--- src/rtl/ay38500_cfg_pkg.sv ---
// Shared types and constants for the AY-3-8500 game configuration sequencer.
// Holds the sequencer state encoding, the packed cfg_t pin layout, field indices,
// game selection codes and a helper that turns a game code into a one-hot select.
package ay38500_cfg_pkg;

    // SOFT_WAIT is only entered when the soft-apply build option is enabled.
    typedef enum logic [2:0] {
        ST_IDLE      = 3'd0,
        ST_WAIT_VS   = 3'd1,
        ST_HOLD      = 3'd2,
        ST_SETTLE    = 3'd3,
        ST_SOFT_WAIT = 3'd4
    } state_t;

    // Bit layout matches the chip pin bundle: {game[2:0], autoserve, size, angle, speed}.
    typedef struct packed {
        logic [2:0] game;
        logic       autoserve;
        logic       size;
        logic       angle;
        logic       speed;
    } cfg_t;

    localparam int CFG_W         = 7;
    localparam int CFG_GAME_HI   = 6;
    localparam int CFG_GAME_LO   = 4;
    localparam int CFG_AUTOSERVE = 3;
    localparam int CFG_SIZE      = 2;
    localparam int CFG_ANGLE     = 1;
    localparam int CFG_SPEED     = 0;

    localparam logic [2:0] GAME_TENNIS   = 3'd0;
    localparam logic [2:0] GAME_SOCCER   = 3'd1;
    localparam logic [2:0] GAME_HANDICAP = 3'd2;
    localparam logic [2:0] GAME_SQUASH   = 3'd3;
    localparam logic [2:0] GAME_PRACTICE = 3'd4;

    function automatic logic [7:0] game_to_onehot(input logic [2:0] game);
        return 8'b0000_0001 << game;
    endfunction

endpackage

--- src/rtl/frame_tick_gen.sv ---
// Vertical sync rising-edge detector producing a one-cycle frame_tick.
// Ports: clk_sys/reset (async active-high), vs in, frame_tick out (combinational
// from vs and the registered previous vs, so it is high in the cycle vs first reads 1).
module frame_tick_gen (
    input  logic clk_sys,
    input  logic reset,
    input  logic vs,
    output logic frame_tick
);

    logic r_vs_d;

    always_ff @(posedge clk_sys or posedge reset) begin
        if (reset) begin
            r_vs_d <= 1'b0;
        end else begin
            r_vs_d <= vs;
        end
    end

    // History clears to 0 so a vs already high at reset release counts as an edge.
    assign frame_tick = vs & ~r_vs_d;

endmodule

--- src/rtl/game_config_seq.sv ---
// Applies a requested game configuration to the AY-3-8500 only at frame boundaries,
// wrapping every change in a chip reset of RESET_FRAMES frames plus SETTLE_FRAMES of settling.
// Ports: clk_sys, reset (async active-high), vs, cfg_in[6:0], reset_req in;
//        cfg_out[6:0], game_onehot[7:0], chip_rst_n, busy out (all registered or state decodes).
// Build option: GAME_CONFIG_SEQ_SOFT_APPLY_EN lets changes confined to cfg bits [3:0]
// be applied on the next frame without pulsing the chip reset.
import ay38500_cfg_pkg::*;

module game_config_seq #(
    parameter int RESET_FRAMES  = 4,   // legal 1..15
    parameter int SETTLE_FRAMES = 2    // legal 1..15
) (
    input  logic                clk_sys,
    input  logic                reset,
    input  logic                vs,
    input  logic [CFG_W-1:0]    cfg_in,
    input  logic                reset_req,
    output logic [CFG_W-1:0]    cfg_out,
    output logic [7:0]          game_onehot,
    output logic                chip_rst_n,
    output logic                busy
);

    localparam logic [3:0] RESET_LOAD  = 4'(RESET_FRAMES - 1);
    localparam logic [3:0] SETTLE_LOAD = 4'(SETTLE_FRAMES - 1);

    state_t     r_state;
    logic [3:0] r_cnt;
    cfg_t       r_cfg;
    logic [7:0] r_onehot;
    logic       r_rst_n;

    logic       w_frame_tick;
    logic       w_cfg_diff;
    logic       w_soft_ok;

    frame_tick_gen u_frame_tick_gen (
        .clk_sys    (clk_sys),
        .reset      (reset),
        .vs         (vs),
        .frame_tick (w_frame_tick)
    );

    assign w_cfg_diff = (cfg_in != r_cfg);

`ifdef GAME_CONFIG_SEQ_SOFT_APPLY_EN
    logic w_game_diff;
    assign w_game_diff = (cfg_in[CFG_GAME_HI:CFG_GAME_LO] != r_cfg.game);
    // Same game and no user reset: the chip tolerates the pin change without a reset.
    assign w_soft_ok   = ~w_game_diff & ~reset_req;
`else
    assign w_soft_ok   = 1'b0;
`endif

    always_ff @(posedge clk_sys or posedge reset) begin
        if (reset) begin
            r_state  <= ST_HOLD;
            r_cnt    <= RESET_LOAD;
            r_rst_n  <= 1'b0;
            r_cfg    <= '{game: GAME_TENNIS, default: 1'b0};
            r_onehot <= 8'h01;
        end else begin
            // Follows cfg_out one cycle later; cfg_out only moves on a frame tick.
            r_onehot <= game_to_onehot(r_cfg.game);

            case (r_state)
                ST_IDLE: begin
                    if (reset_req || w_cfg_diff) begin
                        r_state <= w_soft_ok ? ST_SOFT_WAIT : ST_WAIT_VS;
                    end
                end

                ST_WAIT_VS: begin
                    if (w_frame_tick) begin
                        r_state <= ST_HOLD;
                        r_rst_n <= 1'b0;
                        r_cfg   <= cfg_in;
                        r_cnt   <= RESET_LOAD;
                    end
                end

                ST_HOLD: begin
                    if (w_frame_tick) begin
                        // Keep tracking the request while held so the last value wins.
                        r_cfg <= cfg_in;
                        if (r_cnt == 4'd0 && !reset_req) begin
                            r_state <= ST_SETTLE;
                            r_rst_n <= 1'b1;
                            r_cnt   <= SETTLE_LOAD;
                        end else if (r_cnt != 4'd0) begin
                            r_cnt <= r_cnt - 4'd1;
                        end
                    end
                end

                ST_SETTLE: begin
                    // A new request restarts the whole sequence rather than queueing.
                    if (reset_req || w_cfg_diff) begin
                        r_state <= ST_WAIT_VS;
                    end else if (w_frame_tick) begin
                        if (r_cnt == 4'd0) begin
                            r_state <= ST_IDLE;
                        end else begin
                            r_cnt <= r_cnt - 4'd1;
                        end
                    end
                end

`ifdef GAME_CONFIG_SEQ_SOFT_APPLY_EN
                ST_SOFT_WAIT: begin
                    if (!w_soft_ok) begin
                        r_state <= ST_WAIT_VS;
                    end else if (w_frame_tick) begin
                        r_cfg   <= cfg_in;
                        r_state <= ST_IDLE;
                    end
                end
`endif

                default: begin
                    r_state <= ST_IDLE;
                end
            endcase
        end
    end

    assign cfg_out     = r_cfg;
    assign game_onehot = r_onehot;
    assign chip_rst_n  = r_rst_n;
    assign busy        = (r_state != ST_IDLE);

endmodule

--- config.mk ---
export PLATFORM = sky130hd
export DESIGN_NAME = game_config_seq
export DESIGN_NICKNAME = d
export VERILOG_FILES = /design/src/rtl/ay38500_cfg_pkg.sv /design/src/rtl/frame_tick_gen.sv /design/src/rtl/game_config_seq.sv
export SDC_FILE = /design/constraint.sdc
export NUM_CORES = 1
export LEC_CHECK = 0
export BUFFER_PORTS_ARGS = -buffer_cell sky130_fd_sc_hd__buf_2
export CAP_MARGIN = 20
export CORE_MARGIN = 3
export CORE_UTILIZATION = 35
export DETAILED_ROUTE_END_ITERATION = 10
export PLACE_DENSITY_LB_ADDON = 0.05
export SLEW_MARGIN = 10
export SYNTH_ARGS = -nofsm -noshare
export SYNTH_HDL_FRONTEND = slang
export SYNTH_HIERARCHICAL = 1
export SYNTH_SLANG_ARGS = --single-unit
--- constraint.sdc ---
create_clock -name clk_sys -period 2.9 [get_ports clk_sys]
set_clock_uncertainty 0.05 [all_clocks]
set_input_delay 0.58 -clock clk_sys [delete_from_list [all_inputs] [get_ports clk_sys]]
set_output_delay 0.58 -clock clk_sys [all_outputs]
set_load 0.01 [all_outputs]
After elaboration in Yosys (flattened, before gate mapping)
Cells that the tools add are included.

Multiplexer cells: 20. Bitwise gates (word level): 2. Reductions and logical operators: 14. Add/subtract/negate cells: 1. Shifts and indexed selects: 1. Eq/ne operators: 14.

Operator list (number): 4-bit two-way mux (7); 3-bit two-way mux (7); 3-bit one-hot mux with 4 select lines (1); 4-bit one-hot mux with 3 select lines (1); 2-bit != test, second input constant (4); 1-bit by 3-bit left shift with 8-bit output, first input constant (1); 7-bit != test (1); 7-bit AND reduction (1); 3-bit by 2-bit equality test with 1-bit output, second input constant (2); 2-bit by 1-bit != test with 1-bit output, second input constant (3); 3-bit != test, second input constant (2); 6-bit AND reduction (1); 3-bit nonzero test (2); 4-bit logical NOT (1); 4-bit AND reduction (1); 4-bit nonzero test (1); 4-bit by 1-bit subtractor with 4-bit output, second input constant (1); 3-bit by 1-bit equality test with 1-bit output, second input constant (1); 3-bit logical NOT (1); 1-bit two-way mux (3); 3-bit by 2-bit != test with 1-bit output, second input constant (1); 1-bit one-hot mux with 2 select lines (1); 2-bit AND reduction (1); 2-bit nonzero test (1); 6 further kinds (6).

Input bits: 11. Word-level logic and storage cells: 62. Register bits after elaboration: 24. Output and inout bits: 17.

Depth between registers and ports, before layout
Depth after elaboration: 5. Gate-level depth with buffers: 7. Gate-level depth less buffers: 7.

Hierarchy
Netlist, hierarchy kept.

Modules (own cells, without submodules): game_config_seq (cells each 108, seq. area each 555.5 um2, times used 1, area each 1144.8 um2); frame_tick_gen (cells each 3, seq. area each 25.0 um2, times used 1, area each 42.5 um2).

Least setup slack after synthesis
Ideal clock, no wire load.

Path kind: input to register. From: input cfg_in[2]. To: register r_state[1]. Buffers on the path: 0. Slack: 0.999 ns. Cell stages on the path: 5. Library setup time: 0.082 ns. Data required time: 2.768 ns. Arrival time: 1.768 ns. Cell sequence: xor2_1 -> nor4_2 -> nand2_1 -> o32a_1 -> mux2_4.

Cells in the longest elaborated chain, start to end: 4. Elaborated cells between the ends (all ways): 8. Those cells by class: 4 x eq/ne; 2 x mux; 2 x reduce/logical.

RTL lines: from (decl) (RTL line game_config_seq.sv:16) `input logic [CFG_W-1:0] cfg_in,`; 7-bit != test (*) (RTL line game_config_seq.sv:44) `assign w_cfg_diff = (cfg_in != r_cfg);`; 1-bit logical OR (*) (RTL line game_config_seq.sv:68, game_config_seq.sv:98); 3-bit by 2-bit != test with 1-bit output (no line), or another cell as far along; 6-bit AND reduction (no line) or 3-bit one-hot mux with 4 select lines (tied branches); to (signal assigned) (RTL line game_config_seq.sv:69) `r_state <= w_soft_ok ? ST_SOFT_WAIT : ST_WAIT_VS;`; to (decl) (RTL line game_config_seq.sv:27) `state_t r_state;`.

Mark *: on every way between the ends. The rest lies on a longest branch, timed or not. A chain may end at the register's enable or synchronous reset.

Final worst setup path
From: register r_state[1]. To: output busy.

Cells in the longest elaborated chain, start to end: 1.

RTL lines: 3-bit nonzero test (RTL line game_config_seq.sv:130) `assign busy = (r_state != ST_IDLE);`; to (decl) (RTL line game_config_seq.sv:21) `output logic busy`.

Every way passes these cells.

==> key figures <==
Yosys
  – Syn_area_per_cell: 10.70 um2
  – Yosys top cell by area: dfrtp_1
  – Net count after synthesis: 127
  – Synth cell types: 28
  – Largest cells by area after synthesis: dfrtp_1 40%, dfstp_2 8.9%, mux2_2 6.6%
  – Sequential fraction of the synthesis area: 48.89%
  – Synth top area share: 40.04%
  – Most used DFF post-synth: dfrtp_1
  – Cell area after synthesis: 1187 um2
  – Ys Warns: 6
  – Post-synth EDFFs: 0
  – Post-Syn Instances: 111
  – Async set-or-reset flop fraction in the synthesized netlist: 100.0%
  – Post-synth top cells: 19 x dfrtp_1, 12 x nor2_1, 10 x nand2_1
  – Most numerous cell in the Yosys netlist: dfrtp_1
  – #FFs+latches synth: 23

Timing
  – Endpoints failing setup: 0
  – Fmax: 493.1 MHz
  – RSZ-0062 raised after global routing: no
  – Period minus WS final: 2028 ps
  – Tcrit/Tclk final: about 70%
  – Final Hold Slack: 26.27 ps
  – Max Slew Vio Count: 0
  – Fin worst setup slack: a little under 900 ps
  – Slew @ Worst Pin: 823.7 ps
  – Final hold violations: 0
  – Fin Setup TNS: 0 ps
  – Relative slew slack: 45.03%

Drt
  – Vias per inst: about 5.0
  – Post-route ant nets: 0
  – DRT Pass-1 Iters: 6
  – DRT iter0 DRCs: 33
  – DR WL/cell: 12.74 um
  – Remaining DRCs: 0
  – Total Wirelength: around 2300 um
  – Routed vias: 907

Hold path
  – Worst hold path type: in -> async

Critical path
  – Critical path startpoint category: register
  – Setup CP Type: reg -> out
  – Register-to-Register Setup Slack: 880 ps
  – Crit path max fanout: 4
  – Crit path required time: around 2300 ps
  – Crit path arrival time: around 1400 ps
  – CP Capture Type: output pin

Placed design
  – Routability Congestion: between 0.8 and 0.9
  – Placed cell areas: 1351 um2
  – DP Worst Slack: around 750 ps
  – DP Wirelength: 1728 um
  – IO buf count: 27
  – Dpl cells: 179

Floorplan
  – Core ar.: 3153 um2
  – Die Wd: about 64 um
  – # IOs: 28
  – Initial core utilization: around 38%
  – Rows: 20
  – DIE AREA: 4127 um2
  – Chip height: roughly 64 um

Final layout
  – Layout cells sized above 1: 33.09%
  – # fillers: 324
  – Core Util, Final: 43.81%
  – Post-Layout Cell Count: ~180
  – Syn-to-layout area delta: 16.33%
  – Cell area after layout: 1381 um2
  – Final Net Count: about 160
  – N_diodes: 0

Global routing
  – GRT Total Usage: 12.45%
  – Grt ovf: 0
  – Vias in the first global route: 891
  – Initial antenna violation count: 0
  – Largest net degree at the start of global routing: 23
  – First-pass GRT wire length: 4008 um

Power and ir drop
  – PD cells: 972.1 nW/um2
  – Total power: 1.343 mW
  – Static Leak: 0.6673 nW
  – Peak supply drop: about 420 uV

CTS
  – Clock H-tree levels: 1
  – Worst-Skew Late Latency: 320 ps
  – PostCTS Resize Cnt: 0
  – CTS Buf Count: 3
  – Root buf cell: clkbuf_4
  – Post-CTS Setup Inserts: 0
  – CTS Hold Bufs: 0
  – Clock sinks: 23
  – CTS Buffer Depth: 2
  – CTS tree: built
  – Clock slew at reported path FFs: about 130 ps

Status
  – Status: complete, no violations

Job
  – Max-Cap Viols: 0
-- per-layer routing --
layer  GRT usage, %  part of all wire, %
met5              0                    0
met4          3.958                 0.81
met3          3.339                  6.3
met2          22.68                   50
met1          13.96                   43
-- report_power, final --
group / switching, mW / internal, mW
logic: 0.321 / 0.301
clock network: 0.104 / 0.0526
registers: 0.115 / 0.449
-- worst max-delay path, cell delays in order, from the launching register on --
cell and delay [ps]:
dfstp_2 580, inv_1 60, ha_1 210, inv_1 100
buf_2 140
-- registers in the layout, summed over array words and instances (netlist names) --
signal,flops
game_onehot,8
cfg_out,7
r_cnt,4
r_state,2
chip_rst_n,1
u_frame_tick_gen/r_vs_d,1
-- cell type report --
type | count | area, um2 | share of cell area (%)
Sequential cell | 23 | 580.6 | 42.03
Multi-Input combinational cell | 76 | 546.8 | 39.58
Tap cell | 44 | 55.05 | 3.986
Clock inverter | 1 | 7.507 | 0.5435
Inverter | 9 | 33.78 | 2.446
Clock buffer | 3 | 22.52 | 1.630
Timing Repair Buffer | 27 | 135.1 | 9.783
-- placed cells by master (no fill, tap or decap) --
| master | n |
|---|---|
| o211a_1 | 1 |
| nand2_1 | 10 |
| nor2_1 | 12 |
| nor3b_1 | 4 |
| clkbuf_4 | 3 |
| nor4_1 | 1 |
| o21ai_0 | 2 |
| a2bb2oi_1 | 2 |
| dfstp_2 | 4 |
| and3_1 | 1 |
| mux2_4 | 1 |
| ha_1 | 5 |
| nor4_2 | 2 |
| nor2b_4 | 1 |
| clkinvlp_4 | 1 |
| nor3_1 | 4 |
| o31ai_1 | 3 |
| xor2_1 | 7 |
| o22ai_1 | 1 |
| o21ai_1 | 2 |
| dfrtp_1 | 19 |
| a21boi_0 | 1 |
| buf_2 | 27 |
| inv_1 | 9 |
| or4_1 | 3 |
| mux2_2 | 7 |
| a21oi_1 | 4 |
| o221ai_1 | 1 |
| o32a_1 | 1 |
-- logic make-up after synthesis --
| kind of cell | count (synthesis) | synth area share (%) |
|---|---|---|
| simple gates | 38 | 17.39 |
| flops | 23 | 48.89 |
| compound gates | 18 | 10.33 |
| buf+inv | 12 | 5.057 |
| mux | 8 | 7.903 |
| xor+xnor | 7 | 5.163 |
| fa+ha+maj | 5 | 5.269 |
-- final timing paths --
path                       startpoint                 endpoint  depth (start not counted)
setup / recovery           r_state[1]                     busy                          4
hold / removal                  reset  u_frame_tick_gen/r_vs_d                          2
setup reg to reg           cfg_out[4]               r_state[0]                          5
hold reg to reg              r_cnt[1]                 r_cnt[1]                          1
max in group asynchronous       reset               r_state[0]                          2
min in group clk_sys               vs  u_frame_tick_gen/r_vs_d                          1
Power figures use the tool's default switching activity.
